**config.mk**
```make
export PLATFORM = sky130hd
export DESIGN_NAME = detect_errors
export DESIGN_NICKNAME = d
export VERILOG_FILES = /design/src/rtl/detect_errors.sv
export SDC_FILE = /design/constraint.sdc
export NUM_CORES = 1
export LEC_CHECK = 0
export BUFFER_PORTS_ARGS = -buffer_cell sky130_fd_sc_hd__buf_2
export CAP_MARGIN = 20
export CORE_MARGIN = 2
export CORE_UTILIZATION = 52
export CTS_CLUSTER_SIZE = 40
export DETAILED_ROUTE_END_ITERATION = 8
export GPL_TIMING_DRIVEN = 0
export PLACE_DENSITY = 0.89
export RECOVER_POWER = 50
export SETUP_SLACK_MARGIN = 0.4
export SYNTH_ARGS = -nofsm -noshare
export SYNTH_HDL_FRONTEND = slang
export SYNTH_SLANG_ARGS = --single-unit
```
**constraint.sdc**
```tcl
create_clock -name clk -period 5.9 [get_ports clk]
set_input_delay 0.885 -clock clk [delete_from_list [all_inputs] [get_ports clk]]
set_output_delay 0.885 -clock clk [all_outputs]
set_load 0.02 [all_outputs]
```
**src/rtl/detect_errors.sv**
```systemverilog
// Receive-side frame-loss checker: counts frames per aux tag group and judges
// each group complete (ok) or short (ng), accumulating missing-frame totals.
module detect_errors #(
  parameter int whereis_aux = 0
) (
  input  logic        clk,
  input  logic        rst,
  input  logic [15:0] segment_number_max,
  input  logic        rx_en,
  input  logic [7:0]  rx_data,
  output logic [31:0] count,
  output logic [31:0] ok,
  output logic [31:0] ng,
  output logic [31:0] lostnum,
  output logic        valid,
  output logic [2:0]  state
);

  typedef enum logic [2:0] {
    IDLE  = 3'd0,
    RECV  = 3'd1,
    CHECK = 3'd2,
    JUDGE = 3'd3
  } state_t;

  localparam logic [15:0] AUX_IDX = 16'(whereis_aux);

  state_t      state_q;
  logic [15:0] byteCnt_q;
  logic [7:0]  aux_q;
  logic [7:0]  curAux_q;
  logic [15:0] segCnt_q;
  logic        groupOpen_q;
  logic        haveGroup_q;
  logic        judgeChange_q;
  logic        skip_q;
  logic [31:0] count_q;
  logic [31:0] ok_q;
  logic [31:0] ng_q;
  logic [31:0] lostnum_q;
  logic        valid_q;

  logic [15:0] maxEff;
  logic [15:0] segInc;
  logic [15:0] lostInc;
  logic        sameAux;

  always_comb begin
    maxEff  = (segment_number_max == 16'd0) ? 16'd1 : segment_number_max;
    segInc  = segCnt_q + 16'd1;
    lostInc = maxEff - segCnt_q;
    sameAux = (aux_q == curAux_q);
  end

  // skip_q is set by reset so the tail of an interrupted frame is ignored
  // until rx_en has been seen low once.
  always_ff @(posedge clk or posedge rst) begin
    if (rst) begin
      state_q       <= IDLE;
      byteCnt_q     <= 16'd0;
      aux_q         <= 8'd0;
      curAux_q      <= 8'd0;
      segCnt_q      <= 16'd0;
      groupOpen_q   <= 1'b0;
      haveGroup_q   <= 1'b0;
      judgeChange_q <= 1'b0;
      skip_q        <= 1'b1;
      count_q       <= 32'd0;
      ok_q          <= 32'd0;
      ng_q          <= 32'd0;
      lostnum_q     <= 32'd0;
      valid_q       <= 1'b0;
    end else begin
      valid_q <= 1'b0;
      case (state_q)
        IDLE: begin
          skip_q <= skip_q & rx_en;
          if (rx_en && !skip_q) begin
            state_q   <= RECV;
            byteCnt_q <= 16'd1;
            if (whereis_aux == 0) aux_q <= rx_data;
          end
        end
        RECV: begin
          if (rx_en) begin
            if (byteCnt_q != 16'hFFFF) byteCnt_q <= byteCnt_q + 16'd1;
            if (byteCnt_q == AUX_IDX) aux_q <= rx_data;
          end else begin
            state_q <= CHECK;
          end
        end
        CHECK: begin
          state_q <= IDLE;
          if (byteCnt_q > AUX_IDX) begin
            count_q <= count_q + 32'd1;
            if (!haveGroup_q) begin
              curAux_q      <= aux_q;
              segCnt_q      <= 16'd1;
              groupOpen_q   <= 1'b1;
              haveGroup_q   <= 1'b1;
              judgeChange_q <= 1'b0;
              if (maxEff == 16'd1) state_q <= JUDGE;
            end else if (!sameAux) begin
              judgeChange_q <= 1'b1;
              state_q       <= JUDGE;
            end else if (groupOpen_q) begin
              segCnt_q      <= segInc;
              judgeChange_q <= 1'b0;
              if (segInc == maxEff) state_q <= JUDGE;
            end
          end
        end
        JUDGE: begin
          state_q <= IDLE;
          if (!judgeChange_q) begin
            ok_q        <= ok_q + 32'd1;
            groupOpen_q <= 1'b0;
            valid_q     <= 1'b1;
          end else begin
            if (groupOpen_q) begin
              ng_q      <= ng_q + 32'd1;
              lostnum_q <= lostnum_q + {16'd0, lostInc};
              valid_q   <= 1'b1;
            end
            curAux_q    <= aux_q;
            segCnt_q    <= 16'd1;
            groupOpen_q <= 1'b1;
            // A one-frame group is already complete the moment it opens.
            if (maxEff == 16'd1) begin
              ok_q        <= ok_q + 32'd1;
              groupOpen_q <= 1'b0;
              valid_q     <= 1'b1;
            end
          end
        end
        default: state_q <= IDLE;
      endcase
    end
  end

  assign count   = count_q;
  assign ok      = ok_q;
  assign ng      = ng_q;
  assign lostnum = lostnum_q;
  assign valid   = valid_q;
  assign state   = state_q;

endmodule

```
# Yosys cells after proc, flatten, opt, wreduce, memory -nomap -nowiden
# Index checks and enable logic that the tools add are counted.
# totals
regBits	184
# op_classes
add_sub_neg	7
n_lt_le_gt_ge	1
n_eq_ne	19
n_mux	42
bitwise_logic	1
reduce_logical	17
# ops
op	count
$mux 16	9
$add 32x1->32 const B	3
$mux 32	2
$pmux 16 s2	2
$mux 8	6
$add 16x1->16 const B	2
$add 32x16->32	1
$logic_not 16->1	2
$pmux 8 s2	2
$eq 16x1->1 const B	1
$eq 16x16->1	1
$gt 16x1->1 const B	1
$ne 16x16->1 const B	1
$ne 2x2->1 const B	8
$sub 16x16->16	1
$mux 3	4
$reduce_and 4->1	3
$mux 1	11
$ne 3x3->1 const B	3
$pmux 3 s3	1
$reduce_and 3->1	3
$eq 8x8->1	1
$mux 2	4
$eq 3x2->1 const B	2
other kinds (10)	13

# Longest topological paths before layout
# Gate-level depths: netlist of the first run.
# logic_depth
depth_word	9
depth_mapped	24

# Least setup slack after synthesis of the first run
# No wires, ideal clock.
# synth_timing
path_kind	input port to flip-flop
startpoint	input port segment_number_max[7]
endpoint	register lostnum_q[25] (netlist: lostnum[25])
setup_time_ps	129
arrival_ps	5508
required_time_ps	5771
slack_ps	263
stages	21
cell_sequence	clkbuf_1 -> nor4_1 -> nand4_1 -> nor2b_1 -> ha_1 -> and3b_1 -> a2111oi_0 -> nor3_1 -> maj3_1 -> maj3_2 -> maj3_2 -> a41oi_2 -> a21oi_1 -> xor2_1 -> ha_1 -> nand3_1 -> o31ai_1 -> nor4_1 -> nor4_2 -> nand4_1 -> xnor2_1
# synth_via
elab_chain_cells	4
# synth_lines
item	line_no	text
start, declared	8	input logic [15:0] segment_number_max,
$logic_not 16->1	49	maxEff = (segment_number_max == 16'd0) ? 16'd1 : segment_number_max;
$mux 16 (*)	49	
$sub 16x16->16 (*)	51	lostInc = maxEff - segCnt_q;
$add 32x16->32 (*)	122	lostnum_q <= lostnum_q + {16'd0, lostInc};
end signal, assigned	122	
end, declared	40	logic [31:0] lostnum_q;
# Mark *: on every way between the ends. The rest lies on a longest branch, timed or not.
# A chain may end at the register's enable or synchronous reset.

# Worst setup path in the final report of the first run
# layout_timing
startpoint	input port segment_number_max[4]
endpoint	register lostnum_q[25] (netlist: lostnum[25])
# Same word-level chain as after synthesis.

==> results.md, run 1 <==
- Yosys cell types: 62
- Register area share after synthesis: between 40 and 50%
- Min-delay worst type: reg2reg
- Congestion Overflow GR: 0
- Synth Area in XOR/XNOR: 15.0%
- Fill cell count: 1,488
- IO Pins: 159
- Vias per Instance: 5.72
- Worst Max-Slew Pin Slew: 2.07 ns
- Synth Register Bits: 183
- Die span in x: 142 um
- Routed WL: 23,800 um
- Root buffer cell: clkbuf_16
- Initial Util: 53.1%
- Post-Place Cell Area: 11,100 um2
- CP required: slightly above 6 ns
- Max Fanout on Critical Path: 8
- Vias in the first global route: 7,808
- Worst setup margin: 0.556 ns
- Routed Antenna Nets: 0
- DP Wirelength: 17,100 um
- Yosys warnings: 0
- Fin area: around 12,000 um2
- Pre-CTS setup slack: -0.601 ns
- Global-route wire length before repair: between 30,000 and 40,000 um
- DRT iter0 DRCs: 594
- Die ar.: 20,200 um2
- P per Cell Area: 379 nW/um2
- Die Y: 142 um
- Average size of a mapped cell: roughly 9.7 um2
- Final nets: 1,264
- Leak: 5.26 nW
- Layout cells sized above 1: 15.8%
- Highest clock rate: 187 MHz
- Netlist Area Pre-Place: 9930 um2
- Mux cell area share after synthesis: 2.14%
- Drt first pass iters: 5
- Status: finished with violations
- Top post-synthesis cells by count: dfrtp_1, xnor2_1, nand2_1
- Initial antenna violation count: 0
- Simple-Gate Fraction of Synth Area: 20.1%
- Total track usage: a little under a quarter
- Clk Latency, worst-skew pair: 0.43 ns
- Tcrit/Tclk final: between 90% and 100%
- Global placement routability congestion: approximately 0.93
- Clock slew at reported path FFs: 0.07 ns
- # H-tree levels: 4
- Worst Setup End Kind: flop
- Post-Synthesis Cells: 1,020
- Top-area cell type share of the netlist area: a little under half
- Fin Hold WS: 0.469 ns
- Largest family of logic cells by synthesized area: simple AND/OR/NAND/NOR gates
- Maximum Capacitance Violations: 4
- Crit path DAT: 5.66 ns
- Core Area: 18,700 um2
- Synth Flop Type: dfrtp_1
- CTS Hold Bufs: 0
- Largest net degree at the start of global routing: between 40 and 50
- DRC viols: 0
- Syn nets: about 1,100
- Number of buffers added on ports: 155
- Clk buf depth: 2
- Num CTS Buffers: 17
- N_diodes: 0
- Final Hold Viols: 0
- Ys async rst share: between 90% and 100%
- Core Util, Final: 62.7%
- Final Critical Period: approximately 5.3 ns
- Critical path class: in2reg
- EDFF count, synth: 0
- Synth top area cells: dfrtp_1, xnor2_1, nand2_1
- CTS tree: done
- Routed wire per std cell: 16.4 um
- Post-synth top area cell: dfrtp_1
- Synth Area in Compound Gates: 9.15%
- Via count: 8,293
- VDD IR max: 0.205 mV
- Most numerous cell in the Yosys netlist: dfrtp_1
- Synth Area in Adders: 4.99%
- Clock sinks: 183
- # rows: 50
- Failing checks: max-capacitance violations, max-slew violations
- Layout area overhead: 18.0%
- Final setup vio count: 0
- Slew headroom: -38.1%
- RSZ-0062 raised after global routing: false
- Worst clock skew: 0.0122 ns
- Startpoint Class: input port
- Max Slew Vio Count: ~150
==> power breakdown <==
group | internal [mW] | total (mW) | switching (mW)
Combinational | 0.683 | 1.69 | 1.00
Sequential | 1.45 | 1.65 | 0.209
Clock | 0.558 | 1.10 | 0.539
Total | 2.69 | 4.44 | 1.75
==> cell type report <==
type | instances | area [um2] | area share, %
multi-input cells | 773 | 5270 | 44.9
flip-flops and latches | 183 | 4580 | 39.1
repair buffers | 163 | 762 | 6.50
clock buffers | 17 | 425 | 3.63
well taps | 234 | 293 | 2.50
clock inverters | 15 | 140 | 1.20
inverters | 34 | 129 | 1.10
plain buffers | 30 | 125 | 1.07
==> critical path, cell delays in order <==
cell and delay, ns:
clkbuf_4 0.17, nor4_2 0.30, nand4_1 0.19, nor2b_1 0.19, ha_2 0.19, fa_2 0.38, nor2b_4 0.14, o31ai_1 0.11
a31oi_1 0.29, a2111oi_2 0.09, nor2_1 0.13, o21ai_0 0.12, o21ai_1 0.18, xor2_1 0.14, ha_1 0.36, nand2_1 0.07
a211o_1 0.28, o21ba_2 0.27, nor4b_4 0.06, o31ai_4 0.31, nor4_2 0.10, nor4_4 0.26, buf_6 0.17, nand4_1 0.11
xnor2_1 0.15
==> placed cells by master (no fill, tap or decap), types with 9 or more instances in the layout <==
cell type,Yosys,routed
dfrtp_1,182,182
xnor2_1,130,130
nand2_1,116,116
buf_2,3,96
clkbuf_1,26,90
nor2_1,66,66
o21ai_0,69,66
nand3_1,52,51
xor2_1,40,40
nand4_1,33,33
inv_1,33,32
ha_1,33,32
and3_1,29,29
a21oi_1,29,29
nor3_1,20,19
mux2_2,18,18
clkbuf_16,0,17
nor2b_1,13,12
and4_1,11,11
or3_1,10,10
o31ai_1,10,9
==> flip-flops by register name, summed over array words and instances (netlist names) <==
signal / cells
byteCnt_q: 16
aux_q: 8
curAux_q: 8
lostnum: 32
ok: 32
count: 32
state: 2
groupOpen_q: 1
skip_q: 1
haveGroup_q: 1
judgeChange_q: 1
valid: 1
segCnt_q: 16
ng: 32
==> final timing paths <==
kind / slack, ns / end / startpoint / cells past startpoint
max: 0.56 / lostnum[25] / segment_number_max[4] / 25
max in group asynchronous: 2.58 / count[3] / rst / 3
min: 0.47 / ng[31] / ng[31] / 1
min in group asynchronous: 0.80 / ng[26] / rst / 2
min reg2reg: 0.47 / ng[31] / ng[31] / 1
max reg2reg: 0.88 / lostnum[17] / segCnt_q[2] / 20
==> layer usage <==
metal  track usage [%]  routed length [um]  vias up
li1                  -                   -     3915
met1              30.5               10300     4025
met2              38.1               11500      308
met3              4.44                1450       45
met4              8.32                 534        0
met5                 0                   0        -
==> stage by stage <==
stage          cells  total power, mW  TNS, ns
2_1_floorplan   1020             2.84        0
3_5_place_dp    1413             3.27    -3.76
6_report        1449             4.44        0
4_1_cts         1448             4.40        0
5_1_grt         1449             4.71        0
3_3_place_gp    1409             3.20    -2.72
==> repair_timing <==
| action | 4_1_cts | 5_1_grt |
|---|---|---|
| buffers inserted | 3 | 1 |
| pin swaps | 3 | 5 |
| setup endpoints to repair | 10 | 18 |
| resized for setup | 6 | 30 |
==> cells by family after synthesis <==
| group | count (synthesis) |
|---|---|
| mux | 19 |
| buf+inv | 64 |
| xor+xnor | 170 |
| compound gates | 151 |
| simple gates | 393 |
| fa+ha+maj | 39 |
| flops | 183 |
| other cells | 1 |
Power figures use the tool's default switching activity.
==> inputs of run 2 (changes only) <==
--- a/config.mk
+++ b/config.mk
@@ -15,6 +15,7 @@
 export PLACE_DENSITY = 0.89
 export RECOVER_POWER = 50
 export SETUP_SLACK_MARGIN = 0.4
+export SKIP_LAST_GASP = 1
 export SYNTH_ARGS = -nofsm -noshare
 export SYNTH_HDL_FRONTEND = slang
 export SYNTH_SLANG_ARGS = --single-unit
==> constraint.sdc (replaced) <==
create_clock -name clk -period 4.65 [get_ports clk]
set_input_delay 0.6975 -clock clk [delete_from_list [all_inputs] [get_ports clk]]
set_output_delay 0.6975 -clock clk [all_outputs]
set_load 0.02 [all_outputs]
==> results.md, run 2 (synthesis gave the netlist of run 1 again) <==
- Status: finished with violations
- Failing checks: max-capacitance violations, max-slew violations, negative setup slack
- Drt first pass iters: 5 (unchanged)
- RSZ-0062 raised after global routing: true
- Commonest non-fill, non-tap cell in the layout: dfrtp_1
- VDD IR max: 0.249 mV (+22%)
- Final Hold Viols: 0 (unchanged)
- Layout cells sized above 1: 18.2% (+2.4 points)
- CTS Hold Bufs: 0 (unchanged)
- Routed WL: 25,700 um (+8.2%)
- Worst Max-Slew Pin Slew: 2.18 ns (+0.113 ns)
- Tcrit/Tclk final: 103%
- Final nets: 1,288 (+1.9%)
- Critical path class: in2reg
- DRC viols: 0 (unchanged)
- Most frequent cells in the layout: dfrtp_1, xnor2_1, clkbuf_1
- Largest net degree at the start of global routing: 45 (+2.3%)
- Startpoint Class: input port
- Max Slew Vio Count: 86 (-41%)
- Highest clock rate: between 200 and 250 MHz
- Congestion Overflow GR: 0 (unchanged)
- Worst setup margin: -0.120 ns (-0.675 ns)
- Core Area: 18,700 um2 (unchanged)
- IO Pins: 159 (unchanged)
- Maximum Capacitance Violations: 2 (-2)
- Combined area of the multi-input logic cells: 5490 um2 (+4.3%)
- Via count: 8,536 (+2.9%)
- Cells after DPL: 1,413 (unchanged)
- Worst Setup End Kind: flop
- Vias in the first global route: 8,181 (+4.8%)
- Initial Util: 53.1% (unchanged)
- Clk buf depth: 2 (unchanged)
- P per Cell Area: 493 nW/um2 (+30%)
- DP Wirelength: 17,300 um (+0.83%)
- Core Util, Final: 65.9% (+3.3 points)
- # H-tree levels: 4 (unchanged)
- Number of buffers added on ports: 155 (unchanged)
- Worst clock skew: 0.0123 ns (+0.0000240 ns)
- Register area: 4580 um2 (unchanged)
- Final Critical Period: between 4 and 5 ns
- Fill cell count: 1,344 (-9.7%)
- N_diodes: 0 (unchanged)
- Max Fanout on Critical Path: 7 (-1)
- Die Y: 142 um (unchanged)
- Clock slew at reported path FFs: 0.08 ns (about the same)
- # rows: 50 (unchanged)
- Die span in x: 142 um (unchanged)
- Slew headroom: -45.6% (-7.5 points)
- Global placement routability congestion: 0.899 (-3.1%)
- Pint: 3.62 mW (+35%)
- Routed Antenna Nets: 0 (unchanged)
- Initial antenna violation count: 0 (unchanged)
- Post-Layout Cell Count: 1,473 (+1.7%)
- Crit path DAT: 5.10 ns (-0.56 ns)
- CP required: 4.98 ns (-1.23 ns)
- Routed wire per std cell: 17.4 um (+6.4%)
- Total track usage: 24.3% (+1.2 points)
- Comb power frac: 40.5% (+2.5 points)
- Sequential share of power: 34.5% (-2.8 points)
- CTS tree: done
- Min-delay worst type: reg2reg
- Vias per Instance: 5.79 (+1.3%)
- Clk Latency, worst-skew pair: 0.44 ns (about the same)
- Global-route wire length before repair: 39,700 um (+5.0%)
- Final setup vio count: 17 (+17)
- Leak: 5.42 nW (+3.2%)
- Die ar.: 20,200 um2 (unchanged)
- Pre-CTS setup slack: -1.42 ns (-0.822 ns)
- Fin Hold WS: 0.469 ns (-0.000392 ns)
- Num CTS Buffers: 17 (unchanged)
- DRT iter0 DRCs: 700 (+18%)
- Switching Share: 40.4% (+0.95 points)
- Root buffer cell: clkbuf_16
- Sw power: 2.46 mW (+40%)
- Layout area overhead: 24.2%
- Clk network pwr share: 25.0% (+0.3 points)
- Clock sinks: 183 (unchanged)
## run 2: cell types whose count changed in the layout (fill, tap and decap cells not counted), sizes merged
cell	previous run	this run
buf	101	100
clkbuf	109	134
clkinv	6	3
clkinvlp	3	1
inv	40	45
## run 2: path summary, 6_finish.rpt
check / slack, ns / end / from / cells past startpoint
hold / removal: 0.47 / count[31] / count[31] / 1
setup / recovery: -0.12 / lostnum[20] / segment_number_max[3] / 25
setup reg to reg: -0.04 / lostnum[20] / segCnt_q[2] / 20
hold reg to reg: 0.47 / count[31] / count[31] / 1
min in group asynchronous: 0.71 / ng[25] / rst / 2
max in group asynchronous: 0.76 / segCnt_q[5] / rst / 4
## run 2: timing repair
item | 4_1_cts | 5_1_grt
setup endpoints to repair | 22 | 22
setup buffers | 21 | 7
cloned | 0 | 0
pin swaps | 26 | 37
resized for setup | 60 | 39
## run 2: layer usage
| metal | routed length (um) | part of all wire (%) | up-vias | track usage, % |
|---|---|---|---|---|
| met5 | 0 | 0 | - | 0 |
| met4 | 870 | 3.4 | 0 | 11.2 |
| met3 | 1610 | 6.2 | 76 | 4.98 |
| met2 | 12700 | 49 | 333 | 40.9 |
| met1 | 10600 | 41 | 4166 | 30.2 |
| li1 | - | - | 3961 | - |
## run 2: power groups by stage
| stage | Sequential, mW | Combinational, mW | Clock, mW |
|---|---|---|---|
| global route | 2.13 | 2.69 | 1.59 |
| finish | 2.10 | 2.46 | 1.52 |
| floorplan | 2.23 | 1.40 | 0 |
| global placement | 2.10 | 2.00 | 0 |
| detailed placement | 2.12 | 2.07 | 0 |
| CTS | 2.09 | 2.26 | 1.53 |
## run 2: final cells by class
| type | count | share of cell area (%) |
|---|---|---|
| clock inverter | 15 | 1.59 |
| tap | 234 | 2.37 |
| timing repair buffer | 187 | 8.52 |
| sequential | 183 | 37.1 |
| buffer | 30 | 1.32 |
| clock buffer | 17 | 3.45 |
| inverter | 34 | 1.05 |
| multi-input combinational | 773 | 44.6 |
## run 2: stage by stage
stage,area [um2],TNS (ns),power [mW]
final,12300,-0.863,6.08
after global routing,12300,-3.24,6.41
after CTS,12200,-0.0154,5.88
after detailed placement,11200,-17.38,4.18
after global placement,11100,-15.52,4.10
after floorplan,10000,-3.36,3.64
## run 2: critical path, stage by stage
cell and delay [ns]:
clkbuf_16 0.13, nor4_4 0.28, nand4_1 0.25, nor2b_1 0.21, ha_2 0.19, fa_2 0.37
nor2b_4 0.19, o21ai_2 0.11, o21ai_2 0.22, buf_4 0.16, nor2_2 0.04, o21bai_1 0.19
xor2_1 0.13, ha_1 0.34, buf_4 0.11, buf_6 0.10, o21a_4 0.13, o21ai_2 0.07
or3_4 0.36, nand3_4 0.10, a31oi_4 0.10, o21ai_2 0.14, buf_6 0.16, nand4_1 0.14
xnor2_1 0.16
